$ cat src/rtl/mem_stage_pkg.sv
// Shared definitions for the MEM pipeline stage: bus widths, field layouts,
// load-op codes, stall-vector positions and the read-data hold FSM states.
package mem_stage_pkg;

  localparam int unsigned EX_TO_MEM_WD = 79;
  localparam int unsigned MEM_TO_WB_WD = 70;
  localparam int unsigned HILO_WD      = 66;
  localparam int unsigned STALL_WD     = 6;

  // Stall vector positions and levels.
  localparam int unsigned StallMem = 3;
  localparam int unsigned StallWb  = 4;
  localparam logic        Stop     = 1'b1;
  localparam logic        NoStop   = 1'b0;

  typedef enum logic [2:0] {
    LoadLW  = 3'b000,
    LoadLB  = 3'b001,
    LoadLBU = 3'b010,
    LoadLH  = 3'b011,
    LoadLHU = 3'b100
  } load_op_e;

  // FRESH: use live SRAM data. HELD: use the copy taken on the first stalled edge.
  typedef enum logic [0:0] {
    StFresh = 1'b0,
    StHeld  = 1'b1
  } rd_state_e;

  typedef struct packed {
    logic [31:0] pc;
    logic [2:0]  load_op;
    logic        data_ram_en;
    logic [3:0]  data_ram_wen;
    logic        sel_rf_res;
    logic        rf_we;
    logic [4:0]  rf_waddr;
    logic [31:0] ex_result;
  } ex_to_mem_t;

  typedef struct packed {
    logic [31:0] hi_wdata;
    logic [31:0] lo_wdata;
    logic        hi_we;
    logic        lo_we;
  } hilo_t;

  typedef struct packed {
    logic [31:0] pc;
    logic        rf_we;
    logic [4:0]  rf_waddr;
    logic [31:0] rf_wdata;
  } mem_to_wb_t;

endpackage

$ cat src/rtl/mem_stage_load_align.sv
// Load data alignment and extension.
// Ports:
//   rdata_i   - 32-bit word read from the data SRAM
//   addr_i    - low two bits of the effective address
//   load_op_i - load opcode (LW/LB/LBU/LH/LHU; unknown codes act as LW)
//   value_o   - selected and sign/zero-extended load value
module mem_stage_load_align
  import mem_stage_pkg::*;
(
  input  logic [31:0] rdata_i,
  input  logic [1:0]  addr_i,
  input  logic [2:0]  load_op_i,
  output logic [31:0] value_o
);

  logic [7:0]  byte_v;
  logic [15:0] half_v;

  always_comb begin
    byte_v = rdata_i[7:0];
    unique case (addr_i)
      2'd0: byte_v = rdata_i[7:0];
      2'd1: byte_v = rdata_i[15:8];
      2'd2: byte_v = rdata_i[23:16];
      2'd3: byte_v = rdata_i[31:24];
      default: byte_v = rdata_i[7:0];
    endcase
    // Halfword select ignores addr[0]; misalignment is flagged elsewhere if at all.
    half_v = addr_i[1] ? rdata_i[31:16] : rdata_i[15:0];
  end

  always_comb begin
    value_o = rdata_i;
    case (load_op_i)
      LoadLB:  value_o = {{24{byte_v[7]}}, byte_v};
      LoadLBU: value_o = {24'h0, byte_v};
      LoadLH:  value_o = {{16{half_v[15]}}, half_v};
      LoadLHU: value_o = {16'h0, half_v};
      default: value_o = rdata_i;
    endcase
  end

endmodule

$ cat src/rtl/mem_stage.sv
// MEM pipeline stage: registers the EX->MEM and HI/LO buses under stall control,
// aligns/extends SRAM load data, builds the MEM->WB buses and drives forwarding.
// A stalled load keeps the SRAM word it saw on its first stalled cycle.
// Optional: MEM_ADDR_CHECK_EN adds mem_addr_err_o and suppresses the register
// write of misaligned LW/LH/LHU loads.
// Ports:
//   clk_i, rst_i            - clock, synchronous active-high reset
//   stall_i                 - stall vector ([3]=MEM, [4]=WB)
//   ex_to_mem_bus_i         - EX->MEM bus
//   hilo_ex_to_mem_bus_i    - HI/LO bus from EX
//   data_sram_rdata_i       - SRAM read data (valid the cycle after request)
//   mem_to_wb_bus_o         - MEM->WB bus
//   hilo_mem_to_wb_bus_o    - registered HI/LO bus
//   mem_wreg_o/waddr/wdata  - GPR forwarding to decode
//   mem_hi_*/mem_lo_*       - HI/LO forwarding to decode
module mem_stage
  import mem_stage_pkg::*;
#(
  parameter int unsigned EX_TO_MEM_WD = 79,
  parameter int unsigned MEM_TO_WB_WD = 70,
  parameter int unsigned HILO_WD      = 66
) (
  input  logic                    clk_i,
  input  logic                    rst_i,
  input  logic [STALL_WD-1:0]     stall_i,
  input  logic [EX_TO_MEM_WD-1:0] ex_to_mem_bus_i,
  input  logic [HILO_WD-1:0]      hilo_ex_to_mem_bus_i,
  input  logic [31:0]             data_sram_rdata_i,
  output logic [MEM_TO_WB_WD-1:0] mem_to_wb_bus_o,
  output logic [HILO_WD-1:0]      hilo_mem_to_wb_bus_o,
  output logic                    mem_wreg_o,
  output logic [4:0]              mem_waddr_o,
  output logic [31:0]             mem_wdata_o,
  output logic                    mem_hi_we_o,
  output logic                    mem_lo_we_o,
  output logic [31:0]             mem_hi_wdata_o,
  output logic [31:0]             mem_lo_wdata_o
`ifdef MEM_ADDR_CHECK_EN
  ,
  output logic                    mem_addr_err_o
`endif
);

  ex_to_mem_t ex_d, ex_q;
  hilo_t      hilo_d, hilo_q;
  rd_state_e  state_d, state_q;
  logic [31:0] rdata_d, rdata_q;

  logic stall_mem, stall_wb;
  assign stall_mem = stall_i[StallMem];
  assign stall_wb  = stall_i[StallWb];

  always_ff @(posedge clk_i) begin
    if (rst_i) begin
      ex_q    <= '0;
      hilo_q  <= '0;
      state_q <= StFresh;
      rdata_q <= '0;
    end else begin
      ex_q    <= ex_d;
      hilo_q  <= hilo_d;
      state_q <= state_d;
      rdata_q <= rdata_d;
    end
  end

  always_comb begin
    ex_d    = ex_q;
    hilo_d  = hilo_q;
    state_d = state_q;
    rdata_d = rdata_q;
    if (stall_mem == Stop && stall_wb == NoStop) begin
      // MEM stalls while WB moves on: hand WB a bubble.
      ex_d    = '0;
      hilo_d  = '0;
      state_d = StFresh;
    end else if (stall_mem == NoStop) begin
      ex_d    = ex_to_mem_t'(ex_to_mem_bus_i);
      hilo_d  = hilo_t'(hilo_ex_to_mem_bus_i);
      state_d = StFresh;
    end else if (state_q == StFresh) begin
      // First stalled edge: the SRAM word is valid now and may change later.
      rdata_d = data_sram_rdata_i;
      state_d = StHeld;
    end
  end

  logic [31:0] load_src, load_val;
  logic        addr_err;
  mem_to_wb_t  wb;

  assign load_src = (state_q == StHeld) ? rdata_q : data_sram_rdata_i;

  mem_stage_load_align u_load_align (
    .rdata_i   (load_src),
    .addr_i    (ex_q.ex_result[1:0]),
    .load_op_i (ex_q.load_op),
    .value_o   (load_val)
  );

`ifdef MEM_ADDR_CHECK_EN
  logic is_half, is_word;
  assign is_half  = (ex_q.load_op == LoadLH) || (ex_q.load_op == LoadLHU);
  assign is_word  = !(is_half || ex_q.load_op == LoadLB || ex_q.load_op == LoadLBU);
  assign addr_err = ex_q.sel_rf_res &&
                    ((is_half && ex_q.ex_result[0]) || (is_word && ex_q.ex_result[1:0] != 2'b00));
  assign mem_addr_err_o = addr_err;
`else
  assign addr_err = 1'b0;
`endif

  always_comb begin
    wb.pc       = ex_q.pc;
    wb.rf_we    = ex_q.rf_we && !addr_err;
    wb.rf_waddr = ex_q.rf_waddr;
    wb.rf_wdata = ex_q.sel_rf_res ? load_val : ex_q.ex_result;
  end

  assign mem_to_wb_bus_o      = wb;
  assign hilo_mem_to_wb_bus_o = hilo_q;

  assign mem_wreg_o     = wb.rf_we;
  assign mem_waddr_o    = wb.rf_waddr;
  assign mem_wdata_o    = wb.rf_wdata;
  assign mem_hi_we_o    = hilo_q.hi_we;
  assign mem_lo_we_o    = hilo_q.lo_we;
  assign mem_hi_wdata_o = hilo_q.hi_wdata;
  assign mem_lo_wdata_o = hilo_q.lo_wdata;

  // Store controls and unrelated stall bits are not consumed by this stage.
  logic unused_sig;
  assign unused_sig = ^{ex_q.data_ram_en, ex_q.data_ram_wen, stall_i[2:0], stall_i[5]};

endmodule

$ cat config.mk
export PLATFORM = sky130hd
export DESIGN_NAME = mem_stage
export DESIGN_NICKNAME = d
export VERILOG_FILES = /design/src/rtl/mem_stage_pkg.sv /design/src/rtl/mem_stage_load_align.sv /design/src/rtl/mem_stage.sv
export SDC_FILE = /design/constraint.sdc
export NUM_CORES = 1
export LEC_CHECK = 0
export CAP_MARGIN = 0
export CORE_AREA = 5 5 164 166
export DETAILED_ROUTE_END_ITERATION = 8
export DIE_AREA = 0 0 169 171
export PLACE_DENSITY_LB_ADDON = 0.1
export SYNTH_ARGS = -nofsm -noshare
export SYNTH_HDL_FRONTEND = slang
export SYNTH_SLANG_ARGS = --single-unit
$ cat constraint.sdc
create_clock -name clk_i -period 3.2 [get_ports clk_i]
set_input_delay 0.64 -clock clk_i [delete_from_list [all_inputs] [get_ports clk_i]]
set_output_delay 0.64 -clock clk_i [all_outputs]
set_load 0.005 [all_outputs]
# Word-level counts from Yosys, hierarchy flattened
# Cells that the tools add are included.
[totals]
regBits = 173
in_bits = 185
output_inout_bits = 240
wordCells = 31
[op_classes]
eq_ne = 7
mux = 6
bitwise_logic = 2
reduce_logical = 4
[ops]
columns = ["op", "count"]
rows = [
  ["$pmux W32 S4", 1],
  ["$mux W32", 2],
  ["$pmux W8 S4", 1],
  ["$mux W16", 1],
  ["$eq A3 B2 Y1 const B", 2],
  ["$eq A2 B2 Y1 const B", 2],
  ["$eq A3 B1 Y1 const B", 1],
  ["$eq A3 B3 Y1 const B", 1],
  ["$eq A2 B1 Y1 const B", 1],
  ["$logic_not A2 Y1", 1],
  ["$not A1 Y1", 2],
  ["$reduce_and A2 Y1", 1],
  ["$reduce_or A2 Y1", 1],
  ["$logic_and A1 B1 Y1", 1],
  ["$mux W1", 1],
]

# Logic depth before layout (Yosys ltp)
# Gate-level depths: netlist (run 1).
[logic_depth]
word_depth = 4
depth_mapped = 8
mapped_depth_nobuf = 4

# Hierarchy
# Synthesis (run 1) repeated with hierarchy kept, for this count alone.
[unflattened]
cells_unflattened = 1078
area_unflattened_um2 = 10490.1
[modules_own_cells]
columns = ["mod", "n_inst", "cells_per_inst", "area_each_um2", "seq_area_each_um2"]
rows = [
  ["mem_stage", 1, 979, 9606.7, 3463.3],
  ["mem_stage_load_align", 1, 99, 883.3, 0.0],
]

# Least setup slack after synthesis (run 1)
# Ideal clock, no wire load.
[synth_path]
path_kind = "in2out"
startpoint = "input port data_sram_rdata_i[31]"
endpoint = "output port mem_wdata_o[21]"
arrival_time_ns = 2.059
required_ns = 2.560
setup_slack_ns = 0.501
stages = 6
path_buffers = 2
cell_sequence = "mux2_2 > mux4_2 > a21oi_4 > buf_6 > a31oi_1 > buf_4"
[synth_via]
elab_chain_cells = 4
word_cells_on_any_way = 5
[synth_lines]
columns = ["item", "line_no", "rtl"]
rows = [
  ["start: declaration", "mem_stage.sv:28", "input logic [31:0] data_sram_rdata_i,"],
  ["$mux W32 (*)", "n/a", ""],
  ["$pmux W8 S4 / $mux W16 (equally long branches)", "mem_stage_load_align.sv:21, mem_stage_load_align.sv:29", ""],
  ["$pmux W32 S4 (*)", "mem_stage_load_align.sv:34", "case (load_op_i)"],
  ["$mux W32 (*)", "mem_stage.sv:116", "wb.rf_wdata = ex_q.sel_rf_res ? load_val : ex_q.ex_result;"],
  ["end: declaration", "mem_stage.sv:33", "output logic [31:0] mem_wdata_o,"],
]
# Every way passes the cells marked *; elsewhere a longest branch is shown, timed or not.

# Worst setup path in the final report (run 1)
[layout_path]
startpoint = "input port data_sram_rdata_i[15]"
endpoint = "output port mem_to_wb_bus_o[8]"
[layout_via]
elab_chain_cells = 4
[layout_lines]
columns = ["item", "line_no", "rtl"]
rows = [
  ["$mux W32", "n/a", ""],
  ["$pmux W8 S4", "mem_stage_load_align.sv:21", "unique case (addr_i)"],
  ["$pmux W32 S4", "mem_stage_load_align.sv:34", ""],
  ["$mux W32", "mem_stage.sv:116", ""],
  ["end: declaration", "mem_stage.sv:29", "output logic [MEM_TO_WB_WD-1:0] mem_to_wb_bus_o,"],
]
# Every way passes these cells.

==> metrics.md, run 1 <==
| Metric | Value |
|---|---|
| Status | complete, no violations |
| Post-synth top area share | 40.9% |
| GR Util met1 | 23.2% |
| Antenna-violating nets left | 0 |
| EDFF count, synth | 0 |
| Worst-path cell chain | dlygate4sd2_1 > mux2_4 > mux4_2 > buf_4 > nand2_2 > buf_12 > a31oi_1 > dlygate4sd2_1 |
| Ports | 425 |
| Final hold viol count | 0 |
| Area of the mapped netlist | 0.00847 mm^2 |
| Psw | 1540 uW |
| CP max stage delay | 0.52 ns |
| Slew Limit Fails | 0 |
| Met3 usage | 5.89% |
| Share of post-route cells with drive strength above 1 | 14.1% |
| Final setup violation count | 0 |
| Slew @ Worst Pin | 0.892 ns |
| Library cells used by synthesis | 44 |
| Post-CTS Hold Buffers | 0 |
| CTS root buf | clkbuf_16 |
| Async S/R FF share, synth | 0% |
| Fin crit share | 99.0% |
| Routed vias/inst | 4.66 |
| Initial core utilization | 33.3% |
| Core Area | 0.0255 mm^2 |
| Gr ovfl total | 0 |
| Area Overhead vs Synth | 51.2% |
| Maximum clock frequency | 316 MHz |
| CTS sink count | 173 |
| Most area-consuming cells after synthesis | dfxtp_1, mux2i_1, buf_4 |
| Main flop type after synthesis | dfxtp_1 |
| Die ar. | 0.0289 mm^2 |
| Register bit total from synthesis | 173 |
| Initial antenna violation count | 4 |
| Synthesized area per cell | 9.01 um^2 |
| Power Dens Cells | 433 mW/mm^2 |
| GR Util met2 | 35.2% |
| Switching share of power | 27.7% |
| WL final | 29,900 um |
| Internal Power | 4010 uW |
| First-pass GRT wire length | 44,300 um |
| Hold Crit Class | register to register |
| Die Y | 171 um |
| Largest delay contributor family on the critical path | buffers and inverters |
| Largest net degree at the start of global routing | 74 |
| Fillers | 2,450 |
| WP buf/inv | 4 |
| Combinational fraction of design power | 21.3% |
| Vias | 7,312 |
| Fin area | 0.0128 mm^2 |
| Cell row count | 59 |
| # H-tree levels | 4 |
| Most frequent cells after synthesis | nor2_1, dfxtp_1, mux2i_1 |
| Critical path depth | 8 |
| Post-synthesis sequential area ratio | 40.9% |
| Syn nets | 1,126 |
| Clk slew on worst S/H paths | 0.07 ns |
| CP Data Required Time | 2.56 ns |
| CTS Buffer Depth | 2 |
| Power share of the sequential group | 42.3% |
| TritonCTS buffer count | 17 |
| Cell count after synthesis | 941 |
| Dpl hpwl | 22,500 um |
| Crit path capture type | primary output |
| Wire per inst | 19.1 um |
| Max cap viols | 0 |
| Clock share of power | 36.4% |
| Critical path type | primary input to primary output |
| GRT Max-Usage Layer | met2 |
| Yosys warning total | 0 |
| CP Launch Type | primary input |
| Slew Limit Headroom | 40.5% |
| First-pass DRT Iterations | 5 |
| RSZ-0062 raised after global routing | yes |
| Leakage Power | 0.00542 uW |
| Post-DP Area | 0.0121 mm^2 |
| Worst slack at placement | -0.335 ns |
| Slowest stage cell, crit path | mux4_2 |
| Synth area leader | dfxtp_1 |
| Cell with the most instances after synthesis | nor2_1 |
| Vias in the first global route | 7,393 |
| CP dominant cell by count | dlygate4sd2_1 |
| Global router's overall resource usage | 19.8% |
| Hold path cells | 2 |
| Worst-Skew Late Latency | 0.42 ns |
| Drt drc | 0 |
| Maximum VDD drop | 0.000255 V |
| DR iter-0 viols | 302 |
| TritonCTS clock tree | yes |
| PortBufs | 415 |
| Tmin final | 3.17 ns |
| Clock Skew | 0.00805 ns |
| Largest fanout on the critical path | 8 |
| Worst EP arrival | 2.53 ns |
| Width of the die | 169 um |
| Final net count | 1,404 |
| Gpl congestion | 0.864 |
| R2R cell count | 4 |
| Setup ws final | 0.0334 ns |
==> layout make-up <==
cell class                      count  area [um^2]  share of cell area, %
Timing Repair Buffer              463         4530                   35.4
Antenna cell                        1         2.50                 0.0195
Multi-Input combinational cell    559         3790                   29.6
Clock inverter                     13          128                  0.996
Clock buffer                       19          443                   3.46
Sequential cell                   173         3470                   27.1
Tap cell                          335          419                   3.27
Inverter                            5         20.0                  0.156
==> through the flow <==
step           hold WS (ns)  std cells  utilization [%]  power (uW)  setup TNS, ns
5_1_grt               0.474       1568             50.3        5820        -0.0936
2_1_floorplan         0.433        941                -        2960              0
3_3_place_gp          0.438       1526             47.7        3590         -13.07
6_report              0.457       1568             50.3        5550              0
3_5_place_dp          0.446       1526             47.7        3600         -14.97
4_1_cts               0.456       1566             50.2        5630         -0.392
==> worst register-to-register path: stages (launching register included) <==
cell      delay [ns]
dfxtp_4         0.44
buf_12          0.18
nand2b_1        0.70
nand2_1         0.14
a21oi_1         0.17
==> worst paths after layout <==
kind | startpoint | end | slack, ns
max | data_sram_rdata_i[15] | mem_to_wb_bus_o[8] | 0.03
min reg2reg | rdata_q[2] | rdata_q[2] | 0.46
min | rdata_q[2] | rdata_q[2] | 0.46
max reg2reg | state_q | rdata_q[14] | 1.50
==> cell families (layout without fill, tap and decap cells) <==
kind of cell | Yosys count | after routing | synth area share, %
xor gates and xnor gates | 2 | 2 | 0.207
buffers and inverters | 209 | 500 | 15.8
and+or+nand+nor | 290 | 290 | 13.6
muxes | 183 | 183 | 23.0
AOI/OAI and AO/OA | 84 | 84 | 6.50
DFF | 173 | 173 | 40.9
other | 0 | 1 | 0
==> power groups by stage <==
stage,Combinational (uW),Clock [uW],Sequential [uW]
6_report,1180,2020,2350
2_1_floorplan,591,0,2370
5_1_grt,1270,2190,2370
3_5_place_dp,1200,0,2400
4_1_cts,1190,2090,2350
3_3_place_gp,1190,0,2400
==> what timing repair did <==
action,in CTS,in global routing
pin swaps,2,2
resized for setup,171,20
buffers inserted,5,2
setup endpoints to repair,64,39
gates cloned,3,0
==> cell usage in the layout (no fill, tap or decap), types with 6 or more instances in the layout <==
cell and instances:
a21oi_1 20, a22oi_1 9, a31oi_1 25, buf_12 11
buf_2 27, buf_4 34, clkbuf_16 17, clkdlybuf4s50_1 347
dfxtp_1 170, dlygate4sd2_1 27, dlymetal6s2s_1 6, mux2_2 27
mux2i_1 144, mux4_2 6, nand2_1 59, nand3_1 7
nor2_1 196, nor3_1 10
==> layer usage <==
metal | part of all wire, % | routed length (um)
met5 | 0.14 | 41
met4 | 1.9 | 581
met3 | 6.7 | 1990
met2 | 51 | 15400
met1 | 40 | 11900
==> registers in the layout, summed over array words and instances, names as in the netlist, 5 cells and up <==
signal           flops
ex_q                36
mem_hi_wdata_o      32
mem_lo_wdata_o      32
mem_to_wb_bus_o     32
mem_waddr_o          5
rdata_q             32
Power figures use the tool's default switching activity.
==> run 2, diff against run 1 <==
--- a/config.mk
+++ b/config.mk
@@ -10,6 +10,7 @@
 export DETAILED_ROUTE_END_ITERATION = 8
 export DIE_AREA = 0 0 169 171
 export PLACE_DENSITY_LB_ADDON = 0.1
+export REMOVE_ABC_BUFFERS = 1
 export SYNTH_ARGS = -nofsm -noshare
 export SYNTH_HDL_FRONTEND = slang
 export SYNTH_SLANG_ARGS = --single-unit
==> metrics.md, run 2 (synthesis results as in run 1) <==
| Metric | Value |
|---|---|
| Dpl hpwl | 22,600 um (was 22,500 um) |
| CTS sink count | 173 (unchanged) |
| Leakage Power | 0.00536 uW (was 0.00542 uW) |
| Gpl congestion | 0.788 (was 0.864) |
| R2R Setup Slk | 1.16 ns (was 1.50 ns) |
| Global router's overall resource usage | 20.4% (was 19.8%) |
| Area Overhead vs Synth | 50.8% (was 51.2%) |
| Initial antenna violation count | 7 (was 4) |
| Fillers | 2,482 (was 2,450) |
| Cell total after placement | 1,520 (was 1,526) |
| CP Data Required Time | 2.56 ns (about the same) |
| CP max stage delay | 0.55 ns (was 0.52 ns) |
| Maximum clock frequency | 323 MHz (was 316 MHz) |
| Hold Crit Class | register to register (unchanged) |
| Hold path cells | 2 (unchanged) |
| Critical path type | register to primary output (was primary input to primary output) |
| Slew @ Worst Pin | 0.937 ns (was 0.892 ns) |
| Die ar. | 0.0289 mm^2 (unchanged) |
| CTS Buffer Depth | 2 (unchanged) |
| CP Launch Type | register (was primary input) |
| Final net count | 1,397 (was 1,404) |
| Slowest stage cell, crit path | mux4_2 (unchanged) |
| Setup_tns | 0 ns (unchanged) |
| Max FFs per register | 36 (unchanged) |
| Final hold viol count | 0 (unchanged) |
| Routed vias/inst | 4.70 (was 4.66) |
| RR Endpoint | rdata_q[28] (was rdata_q[14]) |
| Post-CTS Hold Buffers | 0 (unchanged) |
| Largest fanout on the critical path | 5 (was 8) |
| First-pass DRT Iterations | 5 (unchanged) |
| Slew Limit Fails | 0 (unchanged) |
| Worst EP arrival | 2.46 ns (was 2.53 ns) |
| RSZ-0062 raised after global routing | no (was yes) |
| Max cap viols | 0 (unchanged) |
| Commonest non-fill, non-tap cell in the layout | clkdlybuf4s50_1 (unchanged) |
| Cell row count | 59 (unchanged) |
| CP startpoint | state_q (was data_sram_rdata_i[15]) |
| Antenna-violating nets left | 0 (unchanged) |
| Final setup violation count | 0 (unchanged) |
| Clock Skew | 0.00722 ns (was 0.00805 ns) |
| CTS root buf | clkbuf_16 (unchanged) |
| First-pass GRT wire length | 45,300 um (was 44,300 um) |
| DR iter-0 viols | 361 (was 302) |
| Vias in the first global route | 7,454 (was 7,393) |
| Share of post-route cells with drive strength above 1 | 14.2% (was 14.1%) |
| Critical Path Sink | mem_wdata_o[24] (was mem_to_wb_bus_o[8]) |
| Width of the die | 169 um (unchanged) |
| Status | complete, no violations (unchanged) |
| Largest net degree at the start of global routing | 113 (was 74) |
| # H-tree levels | 4 (unchanged) |
| Post-route insts no fill | 1,559 (was 1,568) |
| Gr ovfl total | 0 (unchanged) |
| WL final | 30,700 um (was 29,900 um) |
| Sequential Area | 0.00348 mm^2 (was 0.00347 mm^2) |
| Power Dens Cells | 436 mW/mm^2 (was 433 mW/mm^2) |
| Die Y | 171 um (unchanged) |
| Worst-path cell chain | buf_8 > mux2_4 > mux4_2 > a21oi_4 > buf_12 > buf_4 > a31oi_2 > buf_2 (was dlygate4sd2_1 > mux2_4 > mux4_2 > buf_4 > nand2_2 > buf_12 > a31oi_1 > dlygate4sd2_1) |
| Worst-Skew Late Latency | 0.42 ns (about the same) |
| Crit path capture type | primary output (unchanged) |
| TritonCTS buffer count | 17 (unchanged) |
| Biggest register | ex_q (unchanged) |
| Initial core utilization | 33.3% (unchanged) |
| Clk slew on worst S/H paths | 0.07 ns (about the same) |
| PortBufs | 415 (unchanged) |
| Maximum VDD drop | 0.000249 V (was 0.000255 V) |
| Fin crit share | 96.8% (was 99.0%) |
| Slew Limit Headroom | 37.5% (was 40.5%) |
| Area of the multi-input gates | 0.00385 mm^2 (was 0.00379 mm^2) |
| R2R cell count | 6 (was 4) |
| Drt drc | 0 (unchanged) |
| Ports | 425 (unchanged) |
| Most frequent cells in the layout | clkdlybuf4s50_1, nor2_1, dfxtp_1, mux2i_1, nand2_1 (unchanged) |
| Core Area | 0.0255 mm^2 (unchanged) |
| Tmin final | 3.10 ns (was 3.17 ns) |
| Reg-to-reg startpoint | state_q (unchanged) |
| Wire per inst | 19.7 um (was 19.1 um) |
| Vias | 7,325 (was 7,312) |
| TritonCTS clock tree | yes (unchanged) |
## run 2: through the flow
stage	worst slack (ns)	total power (uW)	hold slack [ns]	utilization [%]	area [um^2]
3_3_place_gp	-0.415	3580	0.438	47.4	12100
5_1_grt	0.0156	5830	0.469	50.2	12800
3_5_place_dp	-0.437	3580	0.446	47.4	12100
2_1_floorplan	-0.0774	2770	0.427	-	7160
6_report	0.101	5580	0.454	50.2	12800
4_1_cts	-0.00665	5670	0.456	50.3	12800
## run 2: where the power goes
| group | internal [uW] | switching (uW) |
|---|---|---|
| clock | 1150 | 914 |
| combinational | 682 | 483 |
| sequential | 2260 | 81.8 |
| total | 4100 | 1480 |
## run 2: final cells by class
class                           count  share of cell area [%]
Multi-Input combinational cell    559                    30.2
Clock buffer                       18                    3.36
Sequential cell                   173                    27.2
Timing Repair Buffer              456                    34.7
Tap cell                          335                    3.28
Clock inverter                     12                    1.09
Inverter                            5                   0.157
Antenna cell                        1                  0.0196
## run 2: per-layer routing
metal	track usage [%]	wire [um]
met5	0	69
met4	5.67	505
met3	7.60	2520
met2	36.3	15600
met1	23.0	12000
## run 2: worst max-delay path: cells and delay by family (launching register included)
kind / cells / cell delay, ns
mux: 2 / 0.85
compound gates: 2 / 0.29
buf+inv: 4 / 0.55
flops: 1 / 0.35
## run 2: worst min-delay path by stage
stage | to | slack (ns) | from
finish | rdata_q[8] | 0.45 | rdata_q[8]
CTS | rdata_q[8] | 0.46 | rdata_q[8]
detailed placement | rdata_q[8] | 0.45 | rdata_q[8]
floorplan | rdata_q[14] | 0.43 | rdata_q[14]
global placement | rdata_q[8] | 0.44 | rdata_q[8]
global route | rdata_q[3] | 0.47 | rdata_q[3]
## run 2: what timing repair did
action / 4_1_cts / 5_1_grt
pin swaps: 8 / 4
setup endpoints to repair: 64 / 33
gates resized for setup: 178 / 21
setup buffers: 7 / 1
cloned: 2 / 0
==> run 3, diff against run 2 <==
--- a/config.mk
+++ b/config.mk
@@ -5,7 +5,6 @@
 export SDC_FILE = /design/constraint.sdc
 export NUM_CORES = 1
 export LEC_CHECK = 0
-export CAP_MARGIN = 0
 export CORE_AREA = 5 5 164 166
 export DETAILED_ROUTE_END_ITERATION = 8
 export DIE_AREA = 0 0 169 171
==> results of run 3 <==
Final layout, timing and power as in run 2 (identical DEF).
